$ cat src/rtl/btb_pkg.sv
// Shared types and helpers for the branch target buffer: flush FSM states,
// the weakly-taken counter seed and the saturating counter arithmetic.
package btb_pkg;

    typedef enum logic {ST_IDLE, ST_SWEEP} state_t;

    function automatic logic [31:0] weak_taken_init(input int cnt_w);
        return 32'd1 << (cnt_w - 1);
    endfunction

    function automatic logic [31:0] sat_inc(input logic [31:0] val, input logic [31:0] max_val);
        return (val >= max_val) ? max_val : val + 32'd1;
    endfunction

    function automatic logic [31:0] sat_dec(input logic [31:0] val);
        return (val == 32'd0) ? 32'd0 : val - 32'd1;
    endfunction

endpackage

$ cat src/rtl/sat_counter.sv
// Combinational W-bit up/down saturating step; used for the direction
// counters and, at W=32, for the optional statistics counters.
module sat_counter
    import btb_pkg::*;
#(
    parameter int W = 2
) (
    input  logic [W-1:0] val,
    input  logic         inc,
    input  logic         dec,
    output logic [W-1:0] nxt
);
    localparam logic [W-1:0] MAX_VAL = '1;

    always_comb begin
        nxt = val;
        if (inc)
            nxt = W'(sat_inc(32'(val), 32'(MAX_VAL)));
        else if (dec)
            nxt = W'(sat_dec(32'(val)));
    end

endmodule

$ cat src/rtl/branch_target_buffer.sv
// Direct-mapped tagged branch target buffer with saturating direction counters
// and a one-entry-per-cycle flush sweep. Optional statistics: BTB_STATS_EN.
module branch_target_buffer
    import btb_pkg::*;
#(
    parameter int ADDR_W  = 12,
    parameter int ENTRIES = 16,
    parameter int CNT_W   = 2
) (
    input  logic              clk,
    input  logic              rst,
    input  logic              flush,
    output logic              ready,
    input  logic [ADDR_W-1:0] q_pc,
    output logic              q_hit,
    output logic              q_taken,
    output logic [ADDR_W-1:0] q_target,
    input  logic              u_valid,
    input  logic [ADDR_W-1:0] u_pc,
    input  logic              u_taken,
    input  logic [ADDR_W-1:0] u_target,
    input  logic              u_pred_taken,
    input  logic [ADDR_W-1:0] u_pred_target,
    output logic              mispredict
`ifdef BTB_STATS_EN
    ,
    output logic [31:0]       stat_branches,
    output logic [31:0]       stat_mispredicts
`endif
);
    localparam int IDX_W = $clog2(ENTRIES);
    localparam int TAG_W = ADDR_W - IDX_W - 2;

    logic              valid_mem [ENTRIES];
    logic [TAG_W-1:0]  tag_mem   [ENTRIES];
    logic [ADDR_W-1:0] tgt_mem   [ENTRIES];
    logic [CNT_W-1:0]  cnt_mem   [ENTRIES];

    state_t            state, state_nxt;
    logic [IDX_W-1:0]  sweep_idx, sweep_idx_nxt;

    logic [IDX_W-1:0]  q_idx, u_idx;
    logic [TAG_W-1:0]  q_tag, u_tag;
    logic              u_hit;
    logic [CNT_W-1:0]  cnt_upd;
    logic              unused_pc_bits;

    assign q_idx = q_pc[IDX_W+1:2];
    assign q_tag = q_pc[ADDR_W-1:IDX_W+2];
    assign u_idx = u_pc[IDX_W+1:2];
    assign u_tag = u_pc[ADDR_W-1:IDX_W+2];
    assign unused_pc_bits = ^{q_pc[1:0], u_pc[1:0]};

    assign ready = (state == ST_IDLE);

    // Query sees registered contents only, so a same-cycle update is not bypassed.
    assign q_hit    = ready && valid_mem[q_idx] && (tag_mem[q_idx] == q_tag);
    assign q_taken  = q_hit && cnt_mem[q_idx][CNT_W-1];
    assign q_target = q_hit ? tgt_mem[q_idx] : '0;

    assign u_hit = valid_mem[u_idx] && (tag_mem[u_idx] == u_tag);
    assign mispredict = u_valid && ((u_pred_taken != u_taken) ||
                                    (u_taken && (u_pred_target != u_target)));

    sat_counter #(.W(CNT_W)) u_dir_cnt (
        .val (cnt_mem[u_idx]),
        .inc (u_taken),
        .dec (!u_taken),
        .nxt (cnt_upd)
    );

    always_comb begin
        state_nxt     = state;
        sweep_idx_nxt = sweep_idx;
        case (state)
            ST_IDLE: begin
                if (flush) begin
                    state_nxt     = ST_SWEEP;
                    sweep_idx_nxt = '0;
                end
            end
            ST_SWEEP: begin
                if (flush) begin
                    sweep_idx_nxt = '0;
                end else if (sweep_idx == IDX_W'(ENTRIES - 1)) begin
                    state_nxt     = ST_IDLE;
                    sweep_idx_nxt = '0;
                end else begin
                    sweep_idx_nxt = sweep_idx + 1'b1;
                end
            end
            default: begin
                state_nxt     = ST_IDLE;
                sweep_idx_nxt = '0;
            end
        endcase
    end

    always_ff @(posedge clk or negedge rst) begin
        if (!rst) begin
            state     <= ST_IDLE;
            sweep_idx <= '0;
        end else begin
            state     <= state_nxt;
            sweep_idx <= sweep_idx_nxt;
        end
    end

    // Sweep owns the table; resolved branches arriving meanwhile are dropped.
    always_ff @(posedge clk or negedge rst) begin
        if (!rst) begin
            for (int i = 0; i < ENTRIES; i++) begin
                valid_mem[i] <= 1'b0;
                tag_mem[i]   <= '0;
                tgt_mem[i]   <= '0;
                cnt_mem[i]   <= '0;
            end
        end else if (state == ST_SWEEP) begin
            valid_mem[sweep_idx] <= 1'b0;
            cnt_mem[sweep_idx]   <= '0;
        end else if (u_valid) begin
            if (u_hit) begin
                cnt_mem[u_idx] <= cnt_upd;
                if (u_taken)
                    tgt_mem[u_idx] <= u_target;
            end else if (u_taken) begin
                valid_mem[u_idx] <= 1'b1;
                tag_mem[u_idx]   <= u_tag;
                tgt_mem[u_idx]   <= u_target;
                cnt_mem[u_idx]   <= CNT_W'(weak_taken_init(CNT_W));
            end
        end
    end

`ifdef BTB_STATS_EN
    logic [31:0] branches_nxt, mispredicts_nxt;

    sat_counter #(.W(32)) u_stat_br (
        .val (stat_branches),
        .inc (u_valid),
        .dec (1'b0),
        .nxt (branches_nxt)
    );

    sat_counter #(.W(32)) u_stat_mis (
        .val (stat_mispredicts),
        .inc (mispredict),
        .dec (1'b0),
        .nxt (mispredicts_nxt)
    );

    always_ff @(posedge clk or negedge rst) begin
        if (!rst) begin
            stat_branches    <= '0;
            stat_mispredicts <= '0;
        end else begin
            stat_branches    <= branches_nxt;
            stat_mispredicts <= mispredicts_nxt;
        end
    end
`endif

endmodule

$ cat config.mk
export PLATFORM = sky130hd
export DESIGN_NAME = branch_target_buffer
export DESIGN_NICKNAME = d
export VERILOG_FILES = /design/src/rtl/btb_pkg.sv /design/src/rtl/sat_counter.sv /design/src/rtl/branch_target_buffer.sv
export SDC_FILE = /design/constraint.sdc
export NUM_CORES = 1
export LEC_CHECK = 0
export BUFFER_PORTS_ARGS = -buffer_cell sky130_fd_sc_hd__buf_2
export CORE_ASPECT_RATIO = 1.75
export CORE_UTILIZATION = 65
export DETAILED_ROUTE_END_ITERATION = 7
export GPL_TIMING_DRIVEN = 0
export PLACE_DENSITY = 0.83
export SLEW_MARGIN = 30
export SYNTH_ARGS = -nofsm -noshare
export SYNTH_HDL_FRONTEND = slang
export SYNTH_HIERARCHICAL = 1
export SYNTH_SLANG_ARGS = --single-unit
$ cat constraint.sdc
create_clock -name clk -period 7.2 [get_ports clk]
set_input_delay 1.08 -clock clk [delete_from_list [all_inputs] [get_ports clk]]
set_output_delay 1.08 -clock clk [all_outputs]
set_load 0.03 [all_outputs]
==> results.cfg <==
[status]
outcome = finished with violations
failed_checks = DRC

[timing]
fmaxAchievable_mhz = 162
tightest_slew_ps = 1020
totalNegativeSetupSlack_ps = 0
maxSlewViolCount = 0
final.min_clock_period_ps = 6170
grt_setup_unrepaired = false
fin_hold_ws_ps = 414
skew_ps = 16.5
slew_headroom_pct = 32.0
final_min_period_over_clock_period_pct = 85.7
fin_ws_ps = 1030
timing.final.hold_violations = 0
setup_viol = 0

[setup_path]
setup.worst_path.class = primary input to output port
timing.critical_path.fanout_max = 10
crit_required_ps = 6120
r2r_end = tag_mem[30]
r2r_setup_slack_ps = 3710
rr_worst_depth = 10
sort_of_element_at_the_end_of_the_critical_path = output port
setup.worst_path.start_class = primary input
timing.rr.start = tag_mem[39]
critPathArrivalTime_ps = 5090

[layout]
syn_to_final_growth_pct = 10.4
antenna_cells_inserted = 0
multiInputGateArea_um2 = 8390
finalNetCount = 1456
nFillCells = 1628
share_of_final_layout_standard_cells_stronger_than_drive_strength_1_pct = 37.2
seqCellArea_um2 = 8530
final_design_area_no_fill_um2 = 19200

[synthesis]
synth.net_count = 1372
synth_edf_count = 0
synth-seq-cells = 341
postSynthAreaPerCell_um2 = 13.2
netlist-cell-type-count = 51
top_flip_flop_cell_by_instance_count_after_synthesis = sky130_fd_sc_hd__dfrtp_1
fraction_of_the_mapped_netlist_area_in_adder_cells_pct = 0.288
synth_simple_gate_area_share_pct = 9.44
post_synth_xor_area_fraction_pct = 1.26
synthDominantAreaCellType = sky130_fd_sc_hd__dfrtp_1
post_synth_inst_count = 1314
synth.top_cells.by_area = sky130_fd_sc_hd__dfrtp_1 (49%), sky130_fd_sc_hd__mux4_2 (17%), sky130_fd_sc_hd__mux2_2 (16%), sky130_fd_sc_hd__nand2_1 (4.5%), sky130_fd_sc_hd__clkbuf_1 (1.5%)
synth.yosys.seq_area_share_pct = 49.1
synth_area_um2 = 17400
yosysMostFrequentCell = sky130_fd_sc_hd__dfrtp_1
synthTopCellsByCount = sky130_fd_sc_hd__dfrtp_1 (341), sky130_fd_sc_hd__mux2_2 (247), sky130_fd_sc_hd__nand2_1 (209), sky130_fd_sc_hd__mux4_2 (128), sky130_fd_sc_hd__clkbuf_1 (69)
largest_family_of_logic_cells_by_synthesized_area = multiplexers
synth-warning-count = 6
muxShareOfSynthArea_pct = 33.6
top_area_cell_type_share_of_the_netlist_area_pct = 49.1
complex_gate_fraction_of_the_synthesized_area_pct = 3.56
async_flop_share_pct = 100

[clock_tree]
clk_pin_slew_worst_paths_ps = 70
numCtsBuffers = 30
num_clock_sinks = 341
resized_after_cts = 0
root_buffer = sky130_fd_sc_hd__clkbuf_16
clock_tree_from_tritoncts = yes
cts.path.max_buffers = 3
cts.hold.buffers_added = 0
h-tree-depth = 1
post_cts_buffers = 0
worstSkewPairLatency_ps = 580

[placed_design]
portBuffers = 48
dpl.hpwl_mm = 36.2
preCtsSetupSlack_ps = 1220
placement.cell_area_um2 = 18100
globalplace.congestion = 0.974

[floorplan]
design.portCount = 70
floorplan.die.height_um = 218
floorplan.rows = 78
dieWidth_um = 126
die_area_um2 = 27400
core_area_um2 = 26100
floorplan.initialDensity_pct = 66.7

[power_and_ir_drop]
total_power_divided_by_cell_area_nw_per_um2 = 205
max-vdd-ir-drop_mv = 0.232
power_mw = 3.93
cellLeakagePower_nw = 9.31

[grt]
antenna_found_initial = 0
grt_first_pass_wirelength_mm = 78.7
grt_start_max_net_pins = 91
vias_in_the_first_global_route = 13300
globalRoute.totalOverflow = 0
grt_use_total_pct = 39.5

[route]
detail_route.wirelength_mm = 50.8
drc_errors = 8
dr.first_iter.drc_count = 1117
vias = 12100
antenna_violating_nets_post_route = 0
wl_per_cell_um = 29.2
detailedRoute.firstPassIterationCount = 8
vias_per_cell = 6.98

[worst_hold_path]
hold_path.class = primary input to asynchronous set/reset pin

[flow_run]
max_cap_viol_count = 0
[where the power goes]
| part | switching (mW) | internal [mW] |
|---|---|---|
| logic | 0.194 | 0.113 |
| registers | 0.0204 | 1.94 |
| clock network | 0.738 | 0.927 |
[logic make-up (layout without fill, tap and decap cells)]
family	Yosys count	count (layout)
flops	341	341
simple gates	356	356
fa+ha+maj	4	4
buf+inv	112	219
mux	392	392
xor+xnor	25	25
compound gates	84	84
[per-layer routing]
metal | vias up | part of all wire [%] | global-route usage (%)
met2 | 675 | 49 | 65.6
li1 | 4982 | - | -
met1 | 6190 | 33 | 41.7
met4 | 0 | 11 | 38.3
met3 | 302 | 6.7 | 7.91
met5 | - | 0 | 0
[sequential cells by signal, summed over array words and instances (netlist names)]
name,cells
state,1
valid_mem,16
tag_mem,96
sweep_idx,4
cnt_mem,32
tgt_mem,192
[cell usage in the layout (no fill, tap or decap), drive strengths merged, types with 13 or more instances in the layout]
cell	instances
dfrtp	341
mux2	251
nand2	209
mux4	128
clkbuf	116
buf	87
nor2	40
nand3	23
nor2b	20
xor2	16
and3	16
nand4	14
mux2i	13
[metrics by stage]
step                cells  util (%)
finish               1741      73.6
detailed placement   1686      69.6
global placement     1682      69.2
global route         1741      73.6
CTS                  1741      73.5
floorplan            1314         -
[worst max-delay path by stage]
stage | startpoint | end | slack, ps | cells past startpoint
after floorplan | q_pc[2] | q_target[10] | 2270 | 9
after global placement | rst | tag_mem[57] | -1220 | 1
after detailed placement | q_pc[3] | q_target[9] | 1220 | 11
after CTS | q_pc[3] | q_target[9] | 1200 | 11
after global routing | q_pc[3] | q_target[9] | 990 | 11
final | q_pc[4] | q_target[10] | 1030 | 11
[area by class of cell]
cell class | instances | area share [%]
well taps | 320 | 2.09
clock inverters | 9 | 0.437
repair buffers | 52 | 1.88
clock buffers | 46 | 4.86
inverters | 7 | 0.137
flip-flops and latches | 341 | 44.5
multi-input cells | 861 | 43.7
plain buffers | 105 | 2.37
[critical path: stages]
cell and delay (ps):
sky130_fd_sc_hd__buf_2 100, sky130_fd_sc_hd__clkbuf_1 680, sky130_fd_sc_hd__clkbuf_1 720, sky130_fd_sc_hd__mux4_2 350, sky130_fd_sc_hd__mux2i_1 60, sky130_fd_sc_hd__a21oi_1 410, sky130_fd_sc_hd__xnor2_1 180, sky130_fd_sc_hd__nand4_1 520
sky130_fd_sc_hd__clkbuf_1 470, sky130_fd_sc_hd__nor2b_1 250, sky130_fd_sc_hd__buf_2 230
(Power assumes the default switching activity.)
